`src/rtl/cpu_types_pkg.sv`:
```
// Shared CPU pipeline types: stage indices, per-stage payload structs and
// small helpers used by the pipeline register bank.
package cpu_types_pkg;

  localparam int STAGE_IFID  = 0;
  localparam int STAGE_IDEX  = 1;
  localparam int STAGE_EXMEM = 2;
  localparam int STAGE_MEMWB = 3;

  // Default payload width; every stage struct below must fit inside it.
  localparam int PAYLOAD_W = 160;

  typedef struct packed {
    logic [31:0] pc_plus4;
    logic [31:0] instr;
  } ifid_t;

  typedef struct packed {
    logic [31:0] pc_plus4;
    logic [31:0] rs_data;
    logic [31:0] rt_data;
    logic [31:0] imm;
    logic [4:0]  rs;
    logic [4:0]  rt;
    logic [4:0]  rd;
    logic [3:0]  alu_op;
    logic        alu_src;
    logic        reg_dst;
    logic        mem_read;
    logic        mem_write;
    logic        mem_to_reg;
    logic        reg_write;
    logic        branch;
    logic        jump;
  } idex_t;

  typedef struct packed {
    logic [31:0] branch_target;
    logic [31:0] alu_out;
    logic [31:0] rt_data;
    logic [4:0]  wsel;
    logic        zero;
    logic        mem_read;
    logic        mem_write;
    logic        mem_to_reg;
    logic        reg_write;
    logic        branch;
  } exmem_t;

  typedef struct packed {
    logic [31:0] alu_out;
    logic [31:0] mem_data;
    logic [4:0]  wsel;
    logic        mem_to_reg;
    logic        reg_write;
  } memwb_t;

  // Population count over up to eight per-stage event flags.
  function automatic logic [3:0] count_ones(input logic [7:0] v);
    logic [3:0] n;
    n = '0;
    for (int i = 0; i < 8; i++) begin
      n = n + {3'b000, v[i]};
    end
    return n;
  endfunction

endpackage

```
`src/rtl/pipe_reg_bank_stage.sv`:
```
// One pipeline register: valid bit plus opaque payload, with
// flush > hold > bubble > load priority under synchronous reset.
module pipe_stage_reg #(
  parameter int WIDTH = 160
) (
  input  logic             clk,
  input  logic             srst,
  input  logic             flush,
  input  logic             hold,
  input  logic             bubble,
  input  logic             valid_in,
  input  logic [WIDTH-1:0] data_in,
  output logic             valid,
  output logic [WIDTH-1:0] data
);

  logic             valid_reg;
  logic [WIDTH-1:0] data_reg;

  always_ff @(posedge clk) begin
    if (srst || flush) begin
      valid_reg <= 1'b0;
      data_reg  <= '0;
    end else if (hold) begin
      valid_reg <= valid_reg;
      data_reg  <= data_reg;
    end else if (bubble) begin
      valid_reg <= 1'b0;
      data_reg  <= '0;
    end else begin
      valid_reg <= valid_in;
      data_reg  <= data_in;
    end
  end

  assign valid = valid_reg;
  assign data  = data_reg;

endmodule

```
`src/rtl/pipe_reg_bank.sv`:
```
// Bank of STAGES pipeline registers with backward stall propagation,
// bubble insertion, per-stage flush, global freeze and debug counters.
module pipe_reg_bank
  import cpu_types_pkg::*;
#(
  parameter int STAGES = 4,
  parameter int WIDTH  = PAYLOAD_W,
  parameter int CNT_W  = 16
) (
  input  logic                    CLK,
  input  logic                    RST,
  input  logic                    en,
  input  logic                    in_valid,
  input  logic [STAGES*WIDTH-1:0] d_in,
  input  logic [STAGES-1:0]       stall,
  input  logic [STAGES-1:0]       flush,
  output logic [STAGES-1:0]       q_valid,
  output logic [STAGES*WIDTH-1:0] q_data,
  output logic [STAGES-1:0]       hold,
  output logic [CNT_W-1:0]        bubble_cnt,
  output logic [CNT_W-1:0]        flush_cnt
);

  logic [STAGES-1:0] valid_chain;
  logic [STAGES-1:0] up_hold;
  logic [STAGES-1:0] bubble_take;
  logic [STAGES-1:0] flush_kill;

  // A stall at stage i freezes everything upstream, so accumulate from the tail.
  always_comb begin
    logic acc;
    acc  = 1'b0;
    hold = '0;
    for (int i = STAGES - 1; i >= 0; i--) begin
      acc     = acc | stall[i] | ~en;
      hold[i] = acc;
    end
  end

  genvar gi;
  generate
    for (gi = 0; gi < STAGES; gi++) begin : g_stage
      if (gi == 0) begin : g_head
        assign valid_chain[gi] = in_valid;
        assign up_hold[gi]     = 1'b0;
      end else begin : g_body
        assign valid_chain[gi] = q_valid[gi-1];
        assign up_hold[gi]     = hold[gi-1];
      end

      // A flushed register is never counted as a bubble.
      assign bubble_take[gi] = up_hold[gi] & ~hold[gi] & ~flush[gi];
      assign flush_kill[gi]  = flush[gi] & q_valid[gi];

      pipe_stage_reg #(
        .WIDTH(WIDTH)
      ) u_stage (
        .clk     (CLK),
        .srst    (RST),
        .flush   (flush[gi]),
        .hold    (hold[gi]),
        .bubble  (up_hold[gi]),
        .valid_in(valid_chain[gi]),
        .data_in (d_in[gi*WIDTH +: WIDTH]),
        .valid   (q_valid[gi]),
        .data    (q_data[gi*WIDTH +: WIDTH])
      );
    end
  endgenerate

  logic [CNT_W-1:0] bubble_cnt_reg, bubble_cnt_next;
  logic [CNT_W-1:0] flush_cnt_reg, flush_cnt_next;
  logic [7:0]       bubble_pad, flush_pad;
  logic [CNT_W+3:0] bubble_sum, flush_sum;

  localparam logic [CNT_W+3:0] CNT_MAX = {4'b0000, {CNT_W{1'b1}}};

  // Four guard bits hold the per-cycle increment (at most 8) without wrap.
  always_comb begin
    bubble_pad = '0;
    flush_pad  = '0;
    bubble_pad[STAGES-1:0] = bubble_take;
    flush_pad[STAGES-1:0]  = flush_kill;
    bubble_sum = {4'b0000, bubble_cnt_reg} + {{CNT_W{1'b0}}, count_ones(bubble_pad)};
    flush_sum  = {4'b0000, flush_cnt_reg} + {{CNT_W{1'b0}}, count_ones(flush_pad)};
    bubble_cnt_next = (bubble_sum > CNT_MAX) ? {CNT_W{1'b1}} : bubble_sum[CNT_W-1:0];
    flush_cnt_next  = (flush_sum > CNT_MAX) ? {CNT_W{1'b1}} : flush_sum[CNT_W-1:0];
  end

  always_ff @(posedge CLK) begin
    if (RST) begin
      bubble_cnt_reg <= '0;
      flush_cnt_reg  <= '0;
    end else begin
      bubble_cnt_reg <= bubble_cnt_next;
      flush_cnt_reg  <= flush_cnt_next;
    end
  end

  assign bubble_cnt = bubble_cnt_reg;
  assign flush_cnt  = flush_cnt_reg;

endmodule

```
`config.mk`:
```
export PLATFORM = sky130hd
export DESIGN_NAME = pipe_reg_bank
export DESIGN_NICKNAME = d
export VERILOG_FILES = /design/src/rtl/cpu_types_pkg.sv /design/src/rtl/pipe_reg_bank_stage.sv /design/src/rtl/pipe_reg_bank.sv
export SDC_FILE = /design/constraint.sdc
export NUM_CORES = 1
export LEC_CHECK = 0
export CORE_AREA = 2 2 514 516
export DETAILED_ROUTE_END_ITERATION = 7
export DIE_AREA = 0 0 516 518
export SKIP_CTS_REPAIR_TIMING = 1
export SLEW_MARGIN = 10
export SYNTH_ARGS = -nofsm -noshare
export SYNTH_HDL_FRONTEND = slang
export SYNTH_SLANG_ARGS = --single-unit
```
`constraint.sdc`:
```
create_clock -name CLK -period 9.56 [get_ports CLK]
set_input_delay 1.434 -clock CLK [delete_from_list [all_inputs] [get_ports CLK]]
set_output_delay 1.434 -clock CLK [all_outputs]
set_load 0.01 [all_outputs]
```
; ---- Word level (Yosys, flattened, before mapping)
; Cells that the tools add are included.
[totals]
output_inout_bits = 680
inputBits = 652
reg_bits = 676
word_cells = 55
[op_classes]
bitwise_logic = 24
magnitude_cmp = 2
addsub = 7
muxes = 8
n_reduce_logical = 4
[ops]
columns = cell, n
row1 = $mux 160, 3
row2 = $gt 17x16->1 const B, 2
row3 = $mux 16, 2
row4 = $add 16x3->17, 1
row5 = $add 16x4->17, 1
row6 = $and 1x1->1, 10
row7 = $not 1->1, 7
row8 = $or 1x1->1, 7
row9 = $add 2x1->3, 2
row10 = $add 1x1->2, 2
row11 = $add 3x1->4, 1
row12 = $logic_or 1x1->1, 4
row13 = $mux 1, 3

; ---- Longest topological paths before layout
; Gate-level depths: netlist (run 1).
[depth]
depth_word = 15
mapped_depth = 16
depth_no_buf = 11

; ---- Cells and area by module
; From an unflattened synthesis (run 1), not the netlist that was laid out.
[hier_totals]
cells_unflattened = 3059
area_unflattened_um2 = 27700.3
[by_module_without_submodules]
columns = mod, cells_each, seq_area_each_um2, area_each_um2, n_inst
row1 = pipe_stage_reg, 717, 3223.1, 6488.7, 4
row2 = pipe_reg_bank, 191, 640.6, 1745.4, 1

; ---- Least setup slack after synthesis (run 1)
; Ideal clock, no wire load.
[synth_timing]
path_kind = input to register
start = input port stall[1]
end = register bubble_cnt_reg[2], in the netlist bubble_cnt[2]
setup_slack_ps = 4694
arrival_ps = 4796
n_path_buf = 5
setup_ps = 70
stages = 16
t_required_ps = 9490
path_cell_list = buf_2 > nor4b_2 > buf_4 > buf_2 > buf_2 > nand3b_1 > fa_1 > inv_1 > ha_1 > inv_1 > fa_1 > nand4b_1 > nor4_1 > nand3_1 > clkbuf_1 > a21oi_1
[synth_between]
elab_chain_cells = 11
elab_cells_between_ends = 14
classes_between = 3 x add/sub / 1 x order compare / 1 x mux / 9 x bitwise
[synth_rtl]
columns = item, line_no
row1 = "start, declared", pipe_reg_bank.sv:15  ; input logic [STAGES-1:0] stall,
row2 = $or 1x1->1 (*) (2 in series), pipe_reg_bank.sv:35  ; acc = acc | stall[i] | ~en;
row3 = $or 1x1->1 (2 in series), pipe_reg_bank.sv:35
row4 = $and 1x1->1 (2 in series), pipe_reg_bank.sv:52  ; assign bubble_take[gi] = up_hold[gi] & ~hold[gi] & ~flush[gi];
row5 = $add 1x1->2 (*), cpu_types_pkg.sv:63  ; n = n + {3'b000, v[i]};
row6 = $add 2x1->3 (*), cpu_types_pkg.sv:63
row7 = $add 16x3->17 (*), pipe_reg_bank.sv:84  ; bubble_sum = {4'b0000, bubble_cnt_reg} + {{CNT_W{1'b0}}, count_ones(bubble_pad)};
row8 = $gt 17x16->1, pipe_reg_bank.sv:86  ; bubble_cnt_next = (bubble_sum > CNT_MAX) ? {CNT_W{1'b1}} : bubble_sum[CNT_W-1:0];
row9 = $mux 16 (*), pipe_reg_bank.sv:86
row10 = "end signal, assigned", pipe_reg_bank.sv:95  ; bubble_cnt_reg <= bubble_cnt_next;
row11 = "end, declared", pipe_reg_bank.sv:71  ; logic [CNT_W-1:0] bubble_cnt_reg, bubble_cnt_next;
; Mark *: on every way between the ends. The rest lies on a longest branch, timed or not.
; A chain may end at the register's enable or synchronous reset.

; ---- Worst setup path in the final report (run 1)
[layout_timing]
start = input port stall[3]
end = output port hold[2]
[layout_between]
elab_chain_cells = 3
[layout_rtl]
columns = item, line_no
row1 = $or 1x1->1 (3 in series), pipe_reg_bank.sv:35
row2 = "end, declared", pipe_reg_bank.sv:19  ; output logic [STAGES-1:0] hold,
; Every way passes these cells.

==> reports/results.txt, run 1 <==
Run status: finished, final reports clean
Num rows: 188
DR vias: 28200
Post-synth EDFFs: 0
Yosys reg bits: 676
Die area: 0.267 mm2
Top post-synthesis cells by count: dfxtp_1, a21oi_1, nand2_1
Fillers: 29200
R2R setup slack: 5.74 ns
H-tree depth: 3
CP Capture Type: output port
WS Path Type: in -> out
DP Wirelength: 199000 um
Maximum single-stage delay on the critical path: 0.79 ns
Syn nets: 3702
Hold crit path type: reg -> reg
Final setup fails: 0
Reg-to-Reg Start: g_stage[2].u_stage.valid$_SDFFE_PP0N_
Worst Setup SP: stall[3]
Peak VDD IR: 0.145 mV
Synth top area cells: dfxtp_1, a21oi_1, nand2_1
Synth Flop Type: dfxtp_1
Fmax: 0.159 GHz
CTS clk-pin slew, worst paths: 0.05 ns
Worst R2R Path Depth: 11
GRT Overall Usage: 16.8%
Share of cells above drive strength 1: 4.66%
Cell count after synthesis: 3042
Routed wire length: 235000 um
Initial Util: 9.79%
Vias/cell: 3.58
CTS sink cnt: 676
Final hold vios: 0
Max reg flops: 640
Final setup TNS: 0 ns
Synth async-reset ratio: 0%
Core outline area: 0.262 mm2
Yosys Warn Count: 0
IO Port Bufs: 1331
Final RePlAce weighted congestion: 0.909
Largest net degree at the start of global routing: 162
Pleak: 0.0138 uW
Total CTS buffers: 99
Setup Skew: 0.0204 ns
Master of the slowest instance on the critical path: buf_4
Top-area cell type share of the netlist area: 52.9%
Syn Std Cell Area: 0.0256 mm2
Sequential area share after synthesis: 52.9%
Avg Synthesized Cell Area: 8.42 um2
CP Depth: 7
Worst setup SP type: input port
Synth-to-layout area growth: 79.1%
CP bufs+invs: 5
FF+latch area: 0.0135 mm2
Critical-path cell list: clkdlybuf4s50_1 -> nand2b_4 -> nor2_4 -> buf_4 -> inv_6 -> buf_4 -> clkdlybuf4s50_1
Crit path DAT: 4.85 ns
CTS tree: built
Placed cell area: 0.0424 mm2
CP top delay family: buffers and inverters
Total grt overflow: 0
DRT Pass-1 Iters: 7
Final Instance Area: 0.0459 mm2
Pre-CTS setup slack: 3.11 ns
R2r endpoint: flush_cnt[0]$_SDFF_PP0_
Worst Tran Pin Value: 1.19 ns
Yosys cell types: 46
Initial antenna violation count: 220
Power Dens Cells: 158 mW/mm2
Clock root buffer: clkbuf_16
DRC: 0
Post-layout util: 17.5%
Worst Hold Depth: 2
Crit Path Max Fanout: 100
CTS max path bufs: 4
CP Data Required Time: 8.13 ns
Period Utilization, post-route: 65.7%
Die width: 516 um
RSZ-0062 raised after global routing: no
Vias in the first global route: 27600
First-pass GRT wire length: 293000 um
Clock latency on the worst-skew pair: 0.81 ns
Fin crit period: 6.28 ns
Hold path start: g_stage[2].u_stage.data[140]$_SDFFE_PP0N_
Multi-input logic area: 0.0109 mm2
Wirelength per Cell: 29.9 um
Synth area leader: dfxtp_1
Max Cap Viol: 0
Final antenna-violating net count: 0
Count leader, synth: dfxtp_1
I/O pin cnt: 1332
Final net count: 4881
Hold Path End: g_stage[2].u_stage.data[140]$_SDFFE_PP0N_
Die H: 518 um
Slew Limit Fails: 0
Max transition margin: 20.4%
Drt initial violations: 1807
Final worst slack: 3.28 ns
WHS: 0.450 ns
[layer usage]
metal	global-route usage, %	up-vias	wire length (um)
met1	16.6	13300	81200
met2	24.6	1536	96700
li1	-	12700	-
met3	15.2	507	46500
met4	6.91	132	9910
met5	0	-	850
[layout by cell type (no fill, tap or decap), types with 3 or more instances in the layout]
master	n
clkinv_4	4
clkinv_2	16
dfxtp_1	676
nor4_1	4
nand2_1	653
nand3_1	11
and3_1	3
inv_1	13
nor3b_1	163
xnor2_1	13
inv_6	11
nand3b_1	323
clkbuf_1	18
ha_1	3
xor2_1	5
bufinv_16	9
buf_4	28
nor2b_1	4
nor2_1	166
and2_1	3
a31oi_1	5
nor3_1	6
a21oi_1	669
nand4_1	3
clkinvlp_4	6
a311oi_1	3
clkbuf_8	8
clkdlybuf4s50_1	1327
clkbuf_16	101
diode_2	66
inv_8	3
or2_4	4
fa_1	5
[stage by stage]
stage          instances  total power, uW
2_1_floorplan       3042             3100
3_3_place_gp        7635             3520
3_5_place_dp        7635             3530
4_1_cts             7809             7410
5_1_grt             7839             7540
6_report            7875             7260
[how the worst max path moves through the flow]
stage | to | slack, ns
detailed placement | bubble_cnt[10]$_SDFF_PP0_ | 3.11
CTS | hold[2] | 3.18
floorplan | bubble_cnt[2]$_SDFF_PP0_ | 4.69
global placement | bubble_cnt[10]$_SDFF_PP0_ | 3.09
finish | hold[2] | 3.28
global route | hold[2] | 3.00
[tightest hold or removal path, stage by stage (launching register included)]
cell and delay (ns):
dfxtp_1 0.30, nand2_1 0.05, a21oi_1 0.05
[power breakdown]
part	total [uW]	switching, uW	leakage, uW	internal (uW)
Sequential	2850	12.7	0.00545	2840
Combinational	610	281	0.00674	329
Clock	3790	1550	0.00160	2250
Total	7260	1840	0.0138	5410
[cell families after synthesis]
logic type,after synthesis,synth area share [%]
xor+xnor,18,0.616
fa+ha+maj,8,0.538
buf+inv,296,4.75
simple gates,1355,27.6
compound gates,689,13.7
flops,676,52.9
[area by class of cell]
| type | instances | share of cell area, % |
|---|---|---|
| Sequential cell | 676 | 29.5 |
| Timing Repair Buffer | 1358 | 29.5 |
| Inverter | 16 | 0.164 |
| Clock inverter | 48 | 1.25 |
| Clock buffer | 126 | 5.87 |
| Tap cell | 3515 | 9.59 |
| Multi-Input combinational cell | 2070 | 23.7 |
| Antenna cell | 66 | 0.360 |
No activity file was read; power rests on OpenSTA's default activity.
==> run 2, diff against run 1 <==
- clock period: 9.56 -> 5.34 ns (I/O delays scaled with it)
==> reports/results.txt, run 2 (synthesized netlist as in run 1, its figures left out) <==
Run status: finished, final reports clean
Internal power: 9650 uW
DR vias: 28100
Commonest non-fill, non-tap cells in the layout: clkdlybuf4s50_1, dfxtp_1, a21oi_1
Critical-path cell list: clkdlybuf4s50_1 -> nor4b_4 -> buf_12 -> inv_6 -> nor2_8 -> inv_6 -> clkdlybuf4s50_1
Final net count: 4879
Total grt overflow: 0
I/O pin cnt: 1332
DRC: 0
Hold crit path type: reg -> reg
Net Switching: 3250 uW
Final setup fails: 0
First-pass GRT wire length: 291000 um
Fmax: 0.203 GHz
Total CTS buffers: 94
DP Wirelength: 200000 um
CP top delay family: buffers and inverters
Final RePlAce weighted congestion: 0.904
Most common cell after layout, fill and taps aside: clkdlybuf4s50_1
DRT Pass-1 Iters: 5
Clock latency on the worst-skew pair: 0.73 ns
Vias/cell: 3.57
Power Dens Cells: 281 mW/mm2
Die H: 518 um
Peak VDD IR: 0.241 mV
WS Path Type: in -> out
Final Total Pwr: 12900 uW
Placed cell area: 0.0425 mm2
Master of the slowest instance on the critical path: clkdlybuf4s50_1
Vias in the first global route: 27400
Largest net degree at the start of global routing: 163
Synth-to-layout area growth: 79.2%
CP bufs+invs: 5
Final Instance Area: 0.0459 mm2
Period Utilization, post-route: 92.2%
Switching share of power: 25.2%
Num rows: 188
Wirelength per Cell: 29.8 um
Initial Util: 9.79%
Final setup TNS: 0 ns
CTS sink cnt: 676
H-tree depth: 3
CTS clk-pin slew, worst paths: 0.05 ns
Setup Skew: 0.0452 ns
Worst R2R Path Depth: 11
Fin crit period: 4.92 ns
Crit path DAT: 4.12 ns
Core outline area: 0.262 mm2
Worst setup SP type: input port
Clock root buffer: clkbuf_16
Drt initial violations: 1918
Pleak: 0.0138 uW
Die area: 0.267 mm2
CP Capture Type: output port
Worst Tran Pin Value: 1.11 ns
R2R setup slack: 1.40 ns
Hold path start: g_stage[2].u_stage.data[16]$_SDFFE_PP0N_
Clock Power Share: 51.9%
Max transition margin: 25.9%
Max Cap Viol: 0
Sequential Power Share: 39.6%
Hold Path End: g_stage[2].u_stage.data[16]$_SDFFE_PP0N_
Final antenna-violating net count: 0
Crit Path Max Fanout: 162
Maximum single-stage delay on the critical path: 0.66 ns
Routed wire length: 235000 um
CTS tree: built
Gate power share: 8.5%
R2r endpoint: flush_cnt[4]$_SDFF_PP0_
Share of cells above drive strength 1: 4.66%
CTS max path bufs: 3
Worst Hold Depth: 2
Final hold vios: 0
Slew Limit Fails: 0
CP Data Required Time: 4.54 ns
Initial antenna violation count: 210
IO Port Bufs: 1331
Max reg flops: 640
GRT Overall Usage: 16.8%
RSZ-0062 raised after global routing: no
Die width: 516 um
Reg-to-Reg Start: g_stage[2].u_stage.valid$_SDFFE_PP0N_
## run 2: through the flow
stage | cells | utilization (%) | hold WS (ns) | setup slack (ns)
2_1_floorplan | 3042 | - | 0.449 | 1.11
3_3_place_gp | 7638 | 16.2 | 0.438 | 0.156
3_5_place_dp | 7638 | 16.2 | 0.444 | -0.0255
4_1_cts | 7811 | 17.5 | 0.451 | 0.148
5_1_grt | 7834 | 17.5 | 0.462 | 0.183
6_report | 7863 | 17.5 | 0.449 | 0.418
## run 2: worst max path at each step
| stage | depth (start not counted) | to | slack [ns] | start |
|---|---|---|---|---|
| floorplan | 16 | bubble_cnt[2]$_SDFF_PP0_ | 1.11 | stall[1] |
| global route | 7 | hold[0] | 0.18 | stall[3] |
| CTS | 7 | hold[0] | 0.15 | stall[3] |
| detailed placement | 12 | bubble_cnt[9]$_SDFF_PP0_ | -0.03 | stall[3] |
| finish | 7 | hold[0] | 0.42 | stall[3] |
| global placement | 12 | bubble_cnt[1]$_SDFF_PP0_ | 0.16 | stall[3] |
## run 2: power by group through the flow
stage | clock, uW | combinational, uW | sequential (uW)
after floorplan | 0 | 328 | 5230
after global placement | 0 | 1100 | 5210
after detailed placement | 0 | 1110 | 5210
after CTS | 6950 | 1110 | 5100
after global routing | 7090 | 1170 | 5110
final | 6700 | 1100 | 5110
## run 2: routing by layer
metal | track usage, % | vias to the layer above | wire (um)
met4 | 5.80 | 128 | 9140
met2 | 25.3 | 1524 | 98500
met5 | 0 | - | 803
met1 | 15.8 | 13200 | 78500
met3 | 15.8 | 541 | 47600
li1 | - | 12700 | -
## run 2: final cells by class
cell class,instances,area (um2)
diodes,52,130
clock buffers,128,2630
clock inverters,45,628
fillers,29200,216000
inverters,16,75.1
multi-input cells,2070,10900
flip-flops and latches,676,13500
well taps,3515,4400
repair buffers,1361,13600
## run 2: worst reg2reg max path: stages, from the launching register on
cell and delay [ns]:
dfxtp_1 0.30, buf_4 0.18, and2_1 0.27, fa_1 0.54, inv_1 0.06, fa_1 0.53, inv_1 0.12, fa_1 0.25
nand3_1 0.20, nor4b_1 0.52, nand3_1 0.53, a21oi_1 0.32
==> run 3, diff against run 2 <==
- MAX_ROUTING_LAYER: unset -> met4
==> reports/results.txt, run 3 (synthesized netlist as in run 1, its figures left out) <==
Commonest non-fill, non-tap cells in the layout: clkdlybuf4s50_1, dfxtp_1, a21oi_1
Busiest grt layer: met2
Slew Limit Fails: 0
RSZ-0062 raised after global routing: no
GRT Overall Usage: 17.3%
Max transition margin: 24.3%
Met3 GRT Util: 15.8%
Clock root buffer: clkbuf_16
Met2 usage: 25.3%
Period Utilization, post-route: 92.3%
Placed cells: 7638
Initial antenna violation count: 213
Routed wire length: 234000 um
Max reg flops: 640
Die H: 518 um
Final hold vios: 0
Vias/cell: 3.52
Largest net degree at the start of global routing: 163
Hold path start: g_stage[2].u_stage.data[131]$_SDFFE_PP0N_
I/O pin cnt: 1332
Core outline area: 0.262 mm2
CP Data Required Time: 4.54 ns
Placed cell area: 0.0425 mm2
Vias in the first global route: 27400
Run status: finished, final reports clean
Grt met1 use: 15.9%
Final setup TNS: 0 ns
Critical-path cell list: clkdlybuf4s50_1 -> nor4b_4 -> buf_12 -> inv_6 -> nor2_8 -> inv_6 -> clkdlybuf4s50_1
H-tree depth: 3
Post-layout util: 17.6%
Die area: 0.267 mm2
First-pass GRT wire length: 291000 um
Maximum single-stage delay on the critical path: 0.66 ns
Final net count: 4879
Synth-to-layout area growth: 79.8%
Final Instance Area: 0.0460 mm2
Worst Hold Depth: 2
Wirelength per Cell: 29.5 um
Crit Path Max Fanout: 163
Crit path DAT: 4.13 ns
Reg-to-Reg Start: g_stage[2].u_stage.valid$_SDFFE_PP0N_
DRC: 0
DRT Pass-1 Iters: 7
Die width: 516 um
CP Capture Type: output port
Fillers: 29200
CTS tree: built
Pre-CTS setup slack: -0.0255 ns
Fmax: 0.203 GHz
DP Wirelength: 200000 um
Power Dens Cells: 280 mW/mm2
Final worst slack: 0.409 ns
CTS clk-pin slew, worst paths: 0.06 ns
Hold Path End: g_stage[2].u_stage.data[131]$_SDFFE_PP0N_
DR vias: 27900
Drt initial violations: 1796
CTS max path bufs: 3
Final setup fails: 0
Setup Skew: 0.0471 ns
Initial Util: 9.79%
Pleak: 0.0138 uW
WS Path Type: in -> out
CTS sink cnt: 676
R2r endpoint: flush_cnt[4]$_SDFF_PP0_
Final antenna-violating net count: 0
Share of cells above drive strength 1: 4.66%
Worst Tran Pin Value: 1.14 ns
Num rows: 188
Fin crit period: 4.93 ns
Most common cell after layout, fill and taps aside: clkdlybuf4s50_1
Worst setup SP type: input port
Non-filler cells in the finished layout: 7930
Worst R2R Path Depth: 11
Master of the slowest instance on the critical path: clkdlybuf4s50_1
Hold crit path type: reg -> reg
R2R setup slack: 1.43 ns
Peak VDD IR: 0.245 mV
IO Port Bufs: 1331
Clock latency on the worst-skew pair: 0.73 ns
Total CTS buffers: 94
Final RePlAce weighted congestion: 0.920
Max Cap Viol: 0
Total grt overflow: 0
## run 3: cell count changes in the layout (fill, tap and decap cells not counted)
cell,before,now
diode_2,52,119
## run 3: area by class of cell
type	count	area (um2)	share of cell area, %
clock inverter	45	628	1.36
sequential	676	13500	29.4
clock buffer	128	2630	5.72
inverter	16	75.1	0.163
tap	3515	4400	9.55
multi-input combinational	2070	10900	23.6
timing repair buffer	1361	13600	29.5
antenna	119	298	0.647
## run 3: layer usage
metal	vias up	wire length, um
li1	12800	-
met1	13300	78700
met2	1461	98600
met3	418	48300
met4	0	8740
met5	-	0
## run 3: worst max path at each step
stage,startpoint,end,slack [ns],cells past startpoint
after floorplan,stall[1],bubble_cnt[2]$_SDFF_PP0_,1.11,16
after global placement,stall[3],bubble_cnt[1]$_SDFF_PP0_,0.16,12
after detailed placement,stall[3],bubble_cnt[9]$_SDFF_PP0_,-0.03,12
after CTS,stall[3],hold[0],0.15,7
after global routing,stall[3],hold[0],0.17,7
final,stall[3],hold[0],0.41,7
## run 3: power breakdown
group / switching [uW] / internal (uW) / leakage (uW)
clock network: 2730 / 3970 / 0.00159
logic: 506 / 594 / 0.00677
registers: 22.0 / 5080 / 0.00545
total: 3260 / 9650 / 0.0138
## run 3: critical path, delay by kind of cell
family	cells	cell delay [ns]
AND/OR/NAND/NOR	2	0.82
buffers and inverters	5	2.33
## run 3: metrics by stage
stage	hold slack [ns]	power (uW)
6_report	0.451	12900
5_1_grt	0.462	13400
4_1_cts	0.451	13200
3_5_place_dp	0.444	6320
3_3_place_gp	0.438	6310
2_1_floorplan	0.449	5560
